### src/rtl/down_timer.sv
// down_timer: loadable synchronous down counter with a one-cycle terminal-count
// pulse and optional auto-reload, used as a delay / period generator.
module down_timer #(
   parameter int WIDTH = 4
) (
   input  logic             clk,
   input  logic             rst,
   input  logic             load,
   input  logic [WIDTH-1:0] load_val,
   input  logic             en,
   input  logic             auto_reload,
   output logic [WIDTH-1:0] count,
   output logic             tc,
   output logic             busy
);

   typedef enum logic {
      IDLE = 1'b0,
      RUN  = 1'b1
   } state_t;

   state_t           state;
   state_t           state_next;
   logic [WIDTH-1:0] reload_reg;
   logic [WIDTH-1:0] reload_next;
   logic [WIDTH-1:0] count_next;
   logic             tc_next;

   // State register plus the registered count, reload value and terminal pulse.
   always_ff @(posedge clk or posedge rst) begin
      if (rst) begin
         state      <= IDLE;
         count      <= '0;
         reload_reg <= '0;
         tc         <= 1'b0;
      end else begin
         state      <= state_next;
         count      <= count_next;
         reload_reg <= reload_next;
         tc         <= tc_next;
      end
   end

   // Next-state logic: load beats everything; decrement only while running and enabled;
   // the count==0 branch is only reachable after an auto-reload terminal event.
   always_comb begin
      state_next  = state;
      count_next  = count;
      reload_next = reload_reg;
      tc_next     = 1'b0;
      if (load) begin
         count_next  = load_val;
         reload_next = load_val;
         state_next  = (load_val != '0) ? RUN : IDLE;
      end else if (state == RUN && en) begin
         if (count == '0) begin
            count_next = reload_reg;
         end else if (count == WIDTH'(1)) begin
            count_next = '0;
            tc_next    = 1'b1;
            state_next = auto_reload ? RUN : IDLE;
         end else begin
            count_next = count - WIDTH'(1);
         end
      end
   end

   assign busy = (state == RUN);

endmodule

### config.mk
export PLATFORM = sky130hd
export DESIGN_NAME = down_timer
export DESIGN_NICKNAME = d
export VERILOG_FILES = /design/src/rtl/down_timer.sv
export SDC_FILE = /design/constraint.sdc
export NUM_CORES = 1
export LEC_CHECK = 0
export BUFFER_PORTS_ARGS = -buffer_cell sky130_fd_sc_hd__clkbuf_2
export CELL_PAD_IN_SITES_DETAIL_PLACEMENT = 0
export CELL_PAD_IN_SITES_GLOBAL_PLACEMENT = 1
export CORE_MARGIN = 1
export CORE_UTILIZATION = 37
export DETAILED_ROUTE_END_ITERATION = 12
export PLACE_DENSITY = 0.72
export SKIP_CTS_REPAIR_TIMING = 1
export SKIP_LAST_GASP = 1
export SYNTH_ARGS = -nofsm -noshare
export SYNTH_HDL_FRONTEND = slang
export SYNTH_SLANG_ARGS = --single-unit
### constraint.sdc
create_clock -name clk -period 2.1 [get_ports clk]
set_input_delay 0.42 -clock clk [delete_from_list [all_inputs] [get_ports clk]]
set_output_delay 0.42 -clock clk [all_outputs]
set_load 0.01 [all_outputs]
Word-level counts from Yosys, hierarchy flattened
Index checks and enable logic that the tools add are counted.

Register bits: 10. Bits in latches: 0. Bits in writable memories: 0. Bits in read-only memories: 0. Input port bits: 9. Output and inout port bits: 6. Logic and storage cells: 27. Memories: 0.

$add $sub $neg: 1. Multiply operators: 0. Div/mod/pow operators: 0. Order comparisons: 0. Equal/unequal tests: 2. Shifts and indexed selects: 0. Mux-type cells: 14. Bitwise operators: 0. Reductions and logical operators: 6.

Operator list (number): two-way mux 4 bit (4); two-way mux 1 bit (10); equality test 4 x 1 -> 1 bit (second input constant) (1); logical NOT 4 bit (1); nonzero test 2 bit (2); nonzero test 4 bit (1); subtractor 4 x 1 -> 4 bit (second input constant) (1); AND reduction 3 bit (1); inequality test 2 bit (second input constant) (1); logical AND 1 bit (1).

Depth between registers and ports, before layout
Gate-level depths: netlist (run 1).

Depth in word-level cells: 5. Depth in mapped cells: 6. Gate-level depth less buffers: 6.

Least setup slack after synthesis (run 1)
Ideal clock, no wire load.

Path kind: register -> register. From: register count[0]. To: register count[3]. Setup time: 0.082 ns. Arrival: 1.559 ns. Data required time: 2.018 ns. Path slack: 0.459 ns. Cell stages (with the launch flop): 7. Buffers on the path: 0. Clock period less this slack: 1.641 ns. Path through: dfrtp_1 inv_1 ha_1 or2_1 a21o_1 o311a_1 o22ai_2.

Word-level cells in the longest chain between the ends: 5. Elaborated cells between the ends (all ways): 7. Classes of those cells: add/sub (1); eq/ne (1); mux (4); reduce/logical (1).

Ends and longest elaborated chain: from (decl) (line 12) `output logic [WIDTH-1:0] count,`; from (signal assigned) (line 38) `count <= count_next;`; subtractor 4 x 1 -> 4 bit / equality test 4 x 1 -> 1 bit (equally long branches) (line 63, 58); two-way mux 4 bit (line 58) `end else if (count == WIDTH'(1)) begin`; two-way mux 4 bit * (line 56) `if (count == '0) begin`; two-way mux 4 bit * (line 55) `end else if (state == RUN && en) begin`; two-way mux 4 bit * (line 51) `if (load) begin`.

Mark *: on every way between the ends. The rest lies on a longest branch, timed or not. The select of a mux whose other input is x is not followed. A chain may end at the register's enable or synchronous reset.

Worst setup path after layout (run 1)
From: register count[0]. To: register count[0].

The elaborated chain is that of the path after synthesis.

==> results of run 1 <==
## critical path, delay by kind of cell (launching register included)
family | cells | cell delay, ns
AOI/OAI and AO/OA | 2 | 0.49
buffers and inverters | 1 | 0.10
DFF | 1 | 0.37
adders and majority gates | 1 | 0.26
and+or+nand+nor | 1 | 0.25
muxes | 1 | 0.15
## power by group through the flow
stage / logic [W] / registers, W / clock network (W)
after CTS: 0.000198 / 0.000252 / 0.000185
after global placement: 0.000195 / 0.000255 / 0
after floorplan: 0.000129 / 0.000263 / 0
after detailed placement: 0.000197 / 0.000256 / 0
final: 0.000197 / 0.000251 / 0.000179
after global routing: 0.000222 / 0.000258 / 0.000191
## final cells by class
| cell class | instances | area, um2 | area share (%) |
|---|---|---|---|
| clock buffer | 4 | 36.28 | 5.321 |
| inverter | 8 | 30.03 | 4.404 |
| multi-input combinational | 36 | 276.5 | 40.55 |
| sequential | 10 | 250.2 | 36.70 |
| tap | 15 | 18.77 | 2.752 |
| timing repair buffer | 14 | 70.07 | 10.28 |
## how the worst min path moves through the flow
stage | startpoint | end | cells after the start | slack, ns
3_5_place_dp | rst | busy$_DFFE_PP0P_ | 2 | 0.41
4_1_cts | rst | busy$_DFFE_PP0P_ | 2 | 0.11
3_3_place_gp | rst | busy$_DFFE_PP0P_ | 2 | 0.40
6_report | rst | busy$_DFFE_PP0P_ | 2 | 0.11
2_1_floorplan | rst | busy$_DFFE_PP0P_ | 1 | 0.26
5_1_grt | rst | busy$_DFFE_PP0P_ | 2 | 0.15
## layer usage
| metal | routed length (um) | part of all wire, % | vias to the layer above |
|---|---|---|---|
| met5 | 0 | 0 | - |
| met4 | 27 | 2.4 | 0 |
| met3 | 67 | 5.9 | 4 |
| met2 | 455 | 40 | 16 |
| met1 | 576 | 51 | 207 |
| li1 | - | - | 236 |
## kinds of logic (layout without fill, tap and decap cells)
group | after synthesis | count (layout) | share of synthesized area [%]
AO/OA/AOI/OAI | 17 | 17 | 20.94
AND/OR/NAND/NOR | 11 | 11 | 12.25
flip-flops | 10 | 10 | 44.54
buffers and inverters | 9 | 26 | 6.235
multiplexers | 5 | 5 | 9.354
adder cells (fa/ha/maj) | 3 | 3 | 6.682
## stage by stage
| stage | setup slack, ns | utilization (%) |
|---|---|---|
| after floorplan | 0.4595 | - |
| after global placement | 0.4780 | 47.82 |
| after detailed placement | 0.4445 | 47.82 |
| after CTS | 0.4278 | 50.51 |
| after global routing | 0.3071 | 50.51 |
| final | 0.4081 | 50.51 |
## synthesized netlist by cell type
cell,instances
mux2i_1,3
mux2_2,2
o311a_1,1
a21oi_1,6
a31oi_1,1
nand3_1,1
inv_1,8
nor4b_2,1
o31ai_1,1
o22ai_1,1
nor4_1,1
nand4bb_1,1
o22ai_2,1
nor2_1,1
a222oi_1,1
a311oi_1,1
a22o_1,1
ha_1,3
dfrtp_1,10
nand2_1,4
buf_2,1
o21ai_0,2
or2_1,1
a21o_1,1
nor2_2,1
==> metrics.yaml, run 1 <==
worst_setup_path:
  crit_end: "count[0]$_DFFE_PP0P_"
  critical_path_class: "register to register"
  worstPathRequired_ns: 2.30
  end_kind: "register"
  reg2reg_depth: 6
  crit_fanout: 5
  cp-start-kind: "register"
  r2r_slack_ns: 0.41
  r2r_start: "count[0]$_DFFE_PP0P_"
  worstPathCellList: "inv_1 -> ha_1 -> or2_1 -> a21oi_1 -> a222oi_1 -> mux2i_1"
  arrival_ns: 1.89
  crit_path_start: "count[0]$_DFFE_PP0P_"
  slowest_stage: "dfrtp_1"
  slowest_delay_ns: 0.37
  rr_endpoint: "count[0]$_DFFE_PP0P_"
global_route:
  use_met2_pct: 24.22
  grt_usage_pct: 17.89
  grtUsageMet3_pct: 3.261
  overflow: 0
  grt.busiest_layer: "met1"
  grt_pass1_wl_mm: 1.863
  grt_max_degree: 16
  grt_pass1_vias: 407
  antenna_found_initial: 0
  grtUsageMet1_pct: 25.08
floorplan:
  initial_core_util_pct: 41.61
  rows: 13
  coreArea_um2: 1350
  ios: 15
  dieArea_um2: 1678
  die_y_um: 40.97
  die_x_um: 40.97
timing:
  worst_pin_slew_ns: 0.5165
  fin_crit_sh_pct: 80.57
  layout_min_cycle_time_ns: 1.692
  hold_slack_ns: 0.1082
  fmax_mhz: 591.1
  skew_ns: 0.001230
  grt_setup_unrepaired: "no"
  hold_viol: 0
  tns_ns: 0
  drv_slew: 0
  relSlewSlack_pct: 65.57
  setup_viol: 0
cells_and_area:
  final_cell_mix: "clkbuf_2, dfrtp_1, inv_1"
  n_antenna_cell: 0
  area_growth_pct: 21.38
  postLayoutCellArea_um2: 681.9
  fillCellCount: 135
  drive_gt1_share_pct: 31.94
  stdcell_count: 87
  finalNetCount: 85
  final_common_cell: "clkbuf_2"
place:
  place_area_um2: 645.6
  hpwl_um: 855.3
  port_buffers: 14
  gp_congestion: 0.7261
  dp_cells: 83
pwr:
  combPwrFrac_pct: 31.4
  p_int_w: 0.0004135
  powerDensity_nw_per_um2: 919.4
  vdd_ir_drop_max_v: 0.0003804
  clock_power_share_pct: 28.6
  leakage_nw: 0.3422
  swShare_pct: 34.04
  seq_power_share_pct: 40.1
  p_sw_w: 0.0002134
  power_w: 0.0006269
detailed_routing:
  drtAntennaViolNets: 0
  wl_per_cell_um: 12.95
  drcViolationCount: 0
  drt-total-wl_mm: 1.127
  vias: 463
  via_per_inst: 5.322
  drtIter0Drc: 20
  drtPass1Iterations: 4
yosys:
  ys_types: 25
  synth_cells: 55
  syn-num-nets: 67
  yosys_register_bits: 10
  yosys_warnings: 0
  syn_area_per_cell_um2: 10.21
  ys_seq_area_share_pct: 44.54
  synth_area_leader_cell: "dfrtp_1"
  synth_area_leaders: "dfrtp_1, ha_1, a21oi_1, mux2i_1, inv_1"
  yosysTopAreaCellShare_pct: 44.54
  mappedNetlistArea_um2: 561.8
clock_network:
  cts_tree: "yes"
  cts-root-buf: "clkbuf_4"
  cts.clk_slew.worst_paths_ns: 0.07
  cts_num_sinks: 10
  htreeDepth: 1
  worstSkewPairLatency_ns: 0.27
  cts_buffers: 3
  cts_buffer_depth: 2
status:
  outcome: "finished, final reports clean"
run:
  cap_violations: 0
worst_hold_path:
  hold_path_class: "input port to asynchronous set/reset pin"
Power figures use the tool's default switching activity.
==> inputs of run 2 (changes only) <==
--- a/config.mk
+++ b/config.mk
@@ -5,13 +5,14 @@
 export SDC_FILE = /design/constraint.sdc
 export NUM_CORES = 1
 export LEC_CHECK = 0
+export ABC_AREA = 1
 export BUFFER_PORTS_ARGS = -buffer_cell sky130_fd_sc_hd__clkbuf_2
 export CELL_PAD_IN_SITES_DETAIL_PLACEMENT = 0
 export CELL_PAD_IN_SITES_GLOBAL_PLACEMENT = 1
 export CORE_MARGIN = 1
-export CORE_UTILIZATION = 37
+export CORE_UTILIZATION = 35
 export DETAILED_ROUTE_END_ITERATION = 12
-export PLACE_DENSITY = 0.72
+export PLACE_DENSITY = 0.71
 export SKIP_CTS_REPAIR_TIMING = 1
 export SKIP_LAST_GASP = 1
 export SYNTH_ARGS = -nofsm -noshare
==> constraint.sdc (replaced) <==
create_clock -name clk -period 1.7 [get_ports clk]
set_input_delay 0.34 -clock clk [delete_from_list [all_inputs] [get_ports clk]]
set_output_delay 0.34 -clock clk [all_outputs]
set_load 0.01 [all_outputs]
==> metrics.yaml, run 2 <==
floorplan:
  die_x_um: 42.86
  die_y_um: 42.86
  coreArea_um2: 1541
  ios: 15
  initial_core_util_pct: 37.91
  rows: 14
  dieArea_um2: 1837
yosys:
  ys_seq_area_share_pct: 42.83
  syn-num-nets: 88
  synth_area_leader_cell: "dfrtp_1"
  synth-edff-count: 0
  synth_cells: 76
  synthFlopType: "dfrtp_1"
  yosys_warnings: 0
  yosysTopAreaCellShare_pct: 42.83
  ys_types: 16
  mappedNetlistArea_um2: 584.3
  synth_area_leaders: "dfrtp_1, nand2_1, ha_1, nor2_1, inv_1"
  ys_top_cells_by_count: "nand2_1, dfrtp_1, nor2_1, inv_1"
  yosys_register_bits: 10
  synth_most_common_cell: "nand2_1"
  async_reset_ff_share_pct: 100.0
  syn_area_per_cell_um2: 7.688
timing:
  tns_ns: 0
  hold_viol: 0
  final.setup.worst_slack_ns: 0.3673
  relSlewSlack_pct: 73.73
  skew_ns: 0.007240
  drv_slew: 0
  layout_min_cycle_time_ns: 1.333
  worst_pin_slew_ns: 0.3936
  fin_crit_sh_pct: 78.40
  setup_viol: 0
  grt_setup_unrepaired: "no"
  fmax_mhz: 750.3
  hold_slack_ns: 0.02546
clock_network:
  cts_buffers: 3
  cts_num_sinks: 10
  cts_tree: "yes"
  htreeDepth: 1
  cts.clk_slew.worst_paths_ns: 0.06
  cts_buffer_depth: 2
  cts-root-buf: "clkbuf_4"
  worstSkewPairLatency_ns: 0.26
place:
  dp_slack_ns: 0.3855
  hpwl_um: 948.2
  port_buffers: 14
  gp_congestion: 0.7600
  dp_cells: 106
detailed_routing:
  drt-total-wl_mm: 1.230
  via_per_inst: 4.642
  drtIter0Drc: 6
  drcViolationCount: 0
  drtPass1Iterations: 4
  vias: 506
  drtAntennaViolNets: 0
  wl_per_cell_um: 11.28
worst_setup_path:
  crit_path_start: "count[0]$_DFFE_PP0P_"
  end_kind: "register"
  r2r_slack_ns: 0.37
  crit_fanout: 5
  rr_endpoint: "count[0]$_DFFE_PP0P_"
  crit_end: "count[0]$_DFFE_PP0P_"
  reg2reg_depth: 6
  r2r_start: "count[0]$_DFFE_PP0P_"
  arrival_ns: 1.47
  worstPathRequired_ns: 1.84
  cp-start-kind: "register"
  critical_path_class: "register to register"
cells_and_area:
  drive_gt1_share_pct: 25.81
  stdcell_count: 109
  finalNetCount: 107
  final_cell_mix: "nand2_1, clkbuf_2, nor2_1, dfrtp_1, inv_1"
  final_common_cell: "nand2_1"
  area_growth_pct: 19.27
  n_antenna_cell: 0
pwr:
  vdd_ir_drop_max_v: 0.0004371
  powerDensity_nw_per_um2: 994.1
  power_w: 0.0006928
  leakage_nw: 0.3982
status:
  outcome: "finished, final reports clean"
global_route:
  overflow: 0
  antenna_found_initial: 0
  grt_pass1_vias: 479
  grt_max_degree: 11
  grt_usage_pct: 15.68
  grt_pass1_wl_mm: 2.063
run:
  cap_violations: 0
worst_hold_path:
  hold_path_class: "input port to asynchronous set/reset pin"
==> run 2: worst min-delay path by stage <==
stage,end,from,cells past startpoint
final,tc$_DFF_PP0_,rst,2
after global routing,count[2]$_DFFE_PP0P_,rst,2
after CTS,busy$_DFFE_PP0P_,rst,2
after detailed placement,busy$_DFFE_PP0P_,rst,2
after global placement,tc$_DFF_PP0_,rst,2
after floorplan,busy$_DFFE_PP0P_,rst,1
==> run 2: kinds of logic (layout without fill, tap and decap cells) <==
family                   after synthesis  after routing  synth area share (%)
AO/OA/AOI/OAI                          9              9                 8.138
flip-flops                            10             10                 42.83
AND/OR/NAND/NOR                       43             43                 34.26
XOR/XNOR                               1              1                 1.499
adder cells (fa/ha/maj)                3              3                 6.425
buffers and inverters                 10             27                 6.853
==> run 2: per-layer routing <==
layer  track usage (%)  wire, um  up-vias
met4             9.375        29        0
met2             21.82       499       14
met5                 0         0        -
li1                  -         -      274
met3             5.106        52        4
met1             20.86       649      214
==> run 2: cell type report <==
class / count / area [um2]
sequential: 10 / 250.2
timing repair buffer: 14 / 70.07
inverter: 10 / 40.04
tap: 16 / 20.02
multi-input combinational: 56 / 294.0
clock buffer: 3 / 22.52
fill: 176 / 844.6
==> run 2: where the power goes <==
| group | internal [W] | total, W | switching, W |
|---|---|---|---|
| sequential | 0.000272 | 0.000305 | 0.0000334 |
| combinational | 0.0000875 | 0.000231 | 0.000143 |
| clock | 0.0000815 | 0.000156 | 0.0000750 |
==> run 2: critical path: stages (launching register included) <==
cell     delay (ns)
dfrtp_1        0.38
inv_1          0.11
ha_1           0.25
nand2_1        0.16
nand2_1        0.08
a21oi_1        0.15
a21oi_1        0.09
==> run 2: through the flow <==
stage               area (um2)  utilization (%)
floorplan                584.3                -
global placement         674.4            43.75
detailed placement       674.4            43.75
CTS                      696.9            45.21
global route             696.9            45.21
finish                   696.9            45.21
==> inputs of run 3 (changes only) <==
--- a/config.mk
+++ b/config.mk
@@ -9,10 +9,11 @@
 export BUFFER_PORTS_ARGS = -buffer_cell sky130_fd_sc_hd__clkbuf_2
 export CELL_PAD_IN_SITES_DETAIL_PLACEMENT = 0
 export CELL_PAD_IN_SITES_GLOBAL_PLACEMENT = 1
+export CORE_ASPECT_RATIO = 1.4
 export CORE_MARGIN = 1
-export CORE_UTILIZATION = 35
+export CORE_UTILIZATION = 32
 export DETAILED_ROUTE_END_ITERATION = 12
-export PLACE_DENSITY = 0.71
+export PLACE_DENSITY = 0.69
 export SKIP_CTS_REPAIR_TIMING = 1
 export SKIP_LAST_GASP = 1
 export SYNTH_ARGS = -nofsm -noshare
==> constraint.sdc (replaced) <==
create_clock -name clk -period 1.19 [get_ports clk]
set_input_delay 0.238 -clock clk [delete_from_list [all_inputs] [get_ports clk]]
set_output_delay 0.238 -clock clk [all_outputs]
set_load 0.01 [all_outputs]
==> metrics.yaml, run 3 (synthesized netlist as in run 2, its figures left out) <==
status:
  outcome: "finished, violations left"
  violations: "setup timing"
pwr:
  vdd_ir_drop_max_v: 0.0006268
  leakage_nw: 0.4676
  powerDensity_nw_per_um2: 1459
global_route:
  overflow: 0
  antenna_found_initial: 0
  grt_pass1_vias: 572
  grt_max_degree: 11
  grt_usage_pct: 18.17
  grt_pass1_wl_mm: 2.366
worst_setup_path:
  critical_path.top_delay_family: "simple AND/OR/NAND/NOR gates"
  worstPathRequired_ns: 1.35
  critical_path_class: "register to register"
  cp-start-kind: "register"
  path_buf_inv: 1
  crit_fanout: 4
  worstPathCellList: "inv_2 -> ha_1 -> nand2_1 -> nand3_1 -> nor2_1 -> nor2_1 -> nor2_1"
  cp_common_cell: "nor2_1"
  slowest_delay_ns: 0.39
  slowest_stage: "dfrtp_1"
  end_kind: "register"
  arrival_ns: 1.36
clock_network:
  cts.clk_slew.worst_paths_ns: 0.06
  cts_buffer_depth: 2
  worstSkewPairLatency_ns: 0.27
  cts-root-buf: "clkbuf_4"
  cts_buffers: 3
  cts_tree: "yes"
  htreeDepth: 1
  cts_num_sinks: 10
timing:
  hold_viol: 0
  relSlewSlack_pct: 72.44
  fin_crit_sh_pct: 100.8
  setup_viol: 1
  layout_min_cycle_time_ns: 1.200
  grt_setup_unrepaired: "yes"
  fmax_mhz: 833.6
  hold_slack_ns: 0.1818
  skew_ns: 0.002298
  worst_pin_slew_ns: 0.4129
  drv_slew: 0
  final.setup.worst_slack_ns: -0.009670
floorplan:
  coreArea_um2: 1638
  die_x_um: 38.12
  initial_core_util_pct: 35.68
  die_y_um: 52.56
  rows: 17
  dieArea_um2: 2003
  ios: 15
detailed_routing:
  vias: 579
  wl_per_cell_um: 11.24
  drtIter0Drc: 4
  drtPass1Iterations: 4
  drtAntennaViolNets: 0
  via_per_inst: 4.707
  drcViolationCount: 0
  drt-total-wl_mm: 1.383
cells_and_area:
  stdcell_count: 123
  finalNetCount: 118
  postLayoutCellArea_um2: 838.3
  drive_gt1_share_pct: 38.46
  final_cell_mix: "nand2_1, clkbuf_2, dfrtp_1"
  area_growth_pct: 43.47
  final_common_cell: "nand2_1"
  n_antenna_cell: 0
run:
  cap_violations: 0
place:
  hpwl_mm: 1.052
  gp_congestion: 0.7269
  place_area_um2: 720.7
  dp_cells: 114
  port_buffers: 14
worst_hold_path:
  hold_path_class: "input port to register"
## run 3: cell types whose count changed in the layout (fill, tap and decap cells not counted), moves of 2 or more
cell and delta:
buf_4 +8, buf_6 +4, clkbuf_2 -2, inv_1 -2, inv_2 +2
## run 3: per-layer routing
layer  part of all wire, %  track usage, %  vias up
met4                   3.6           14.29        0
met5                     0               0        -
met3                   3.4           3.830        5
met1                    40           19.15      265
li1                      -               -      295
met2                    53           29.94       14
## run 3: report_power, final
| part | internal (W) | switching, W | leakage [nW] |
|---|---|---|---|
| sequential | 0.000388 | 0.0000422 | 0.119 |
| clock | 0.000117 | 0.000117 | 0.0138 |
| combinational | 0.000284 | 0.000274 | 0.335 |
| total | 0.000789 | 0.000433 | 0.468 |
## run 3: worst paths after layout
| path | startpoint | endpoint | slack, ns | depth (start not counted) |
|---|---|---|---|---|
| setup reg to reg | count[1]$_DFFE_PP0P_ | count[3]$_DFFE_PP0P_ | -0.01 | 7 |
| min in group asynchronous | rst | tc$_DFF_PP0_ | 0.48 | 3 |
| setup / recovery | count[1]$_DFFE_PP0P_ | count[3]$_DFFE_PP0P_ | -0.01 | 7 |
| max in group asynchronous | rst | count[0]$_DFFE_PP0P_ | 0.42 | 3 |
| hold reg to reg | reload_reg[0]$_DFFE_PP0P_ | reload_reg[0]$_DFFE_PP0P_ | 0.48 | 2 |
| hold / removal | auto_reload | busy$_DFFE_PP0P_ | 0.18 | 3 |
## run 3: final cells by class
| class | count | area, um2 |
|---|---|---|
| Fill cell | 181 | 799.5 |
| Multi-Input combinational cell | 56 | 326.6 |
| Sequential cell | 10 | 250.2 |
| Timing Repair Buffer | 25 | 175.2 |
| Inverter | 10 | 40.04 |
| Tap cell | 19 | 23.77 |
| Clock buffer | 3 | 22.52 |
## run 3: worst reg2reg max path, stage by stage, from the launching register on
cell and delay, ns:
dfrtp_1 0.39, inv_2 0.10, ha_1 0.20, nand2_1 0.12, nand3_1 0.10, nor2_1 0.05
nor2_1 0.09, nor2_1 0.05
## run 3: stage by stage
step           total power, W    TNS, ns  util [%]  setup slack (ns)
5_1_grt              0.001320    -0.4145     51.18           -0.1041
3_5_place_dp        0.0008428   -0.06347     44.00          -0.03778
3_3_place_gp        0.0008369   -0.04135     44.00          -0.02368
6_report             0.001223  -0.009670     51.18         -0.009670
2_1_floorplan       0.0006751          0         -           0.02181
4_1_cts              0.001084    -0.1355     45.38          -0.04569
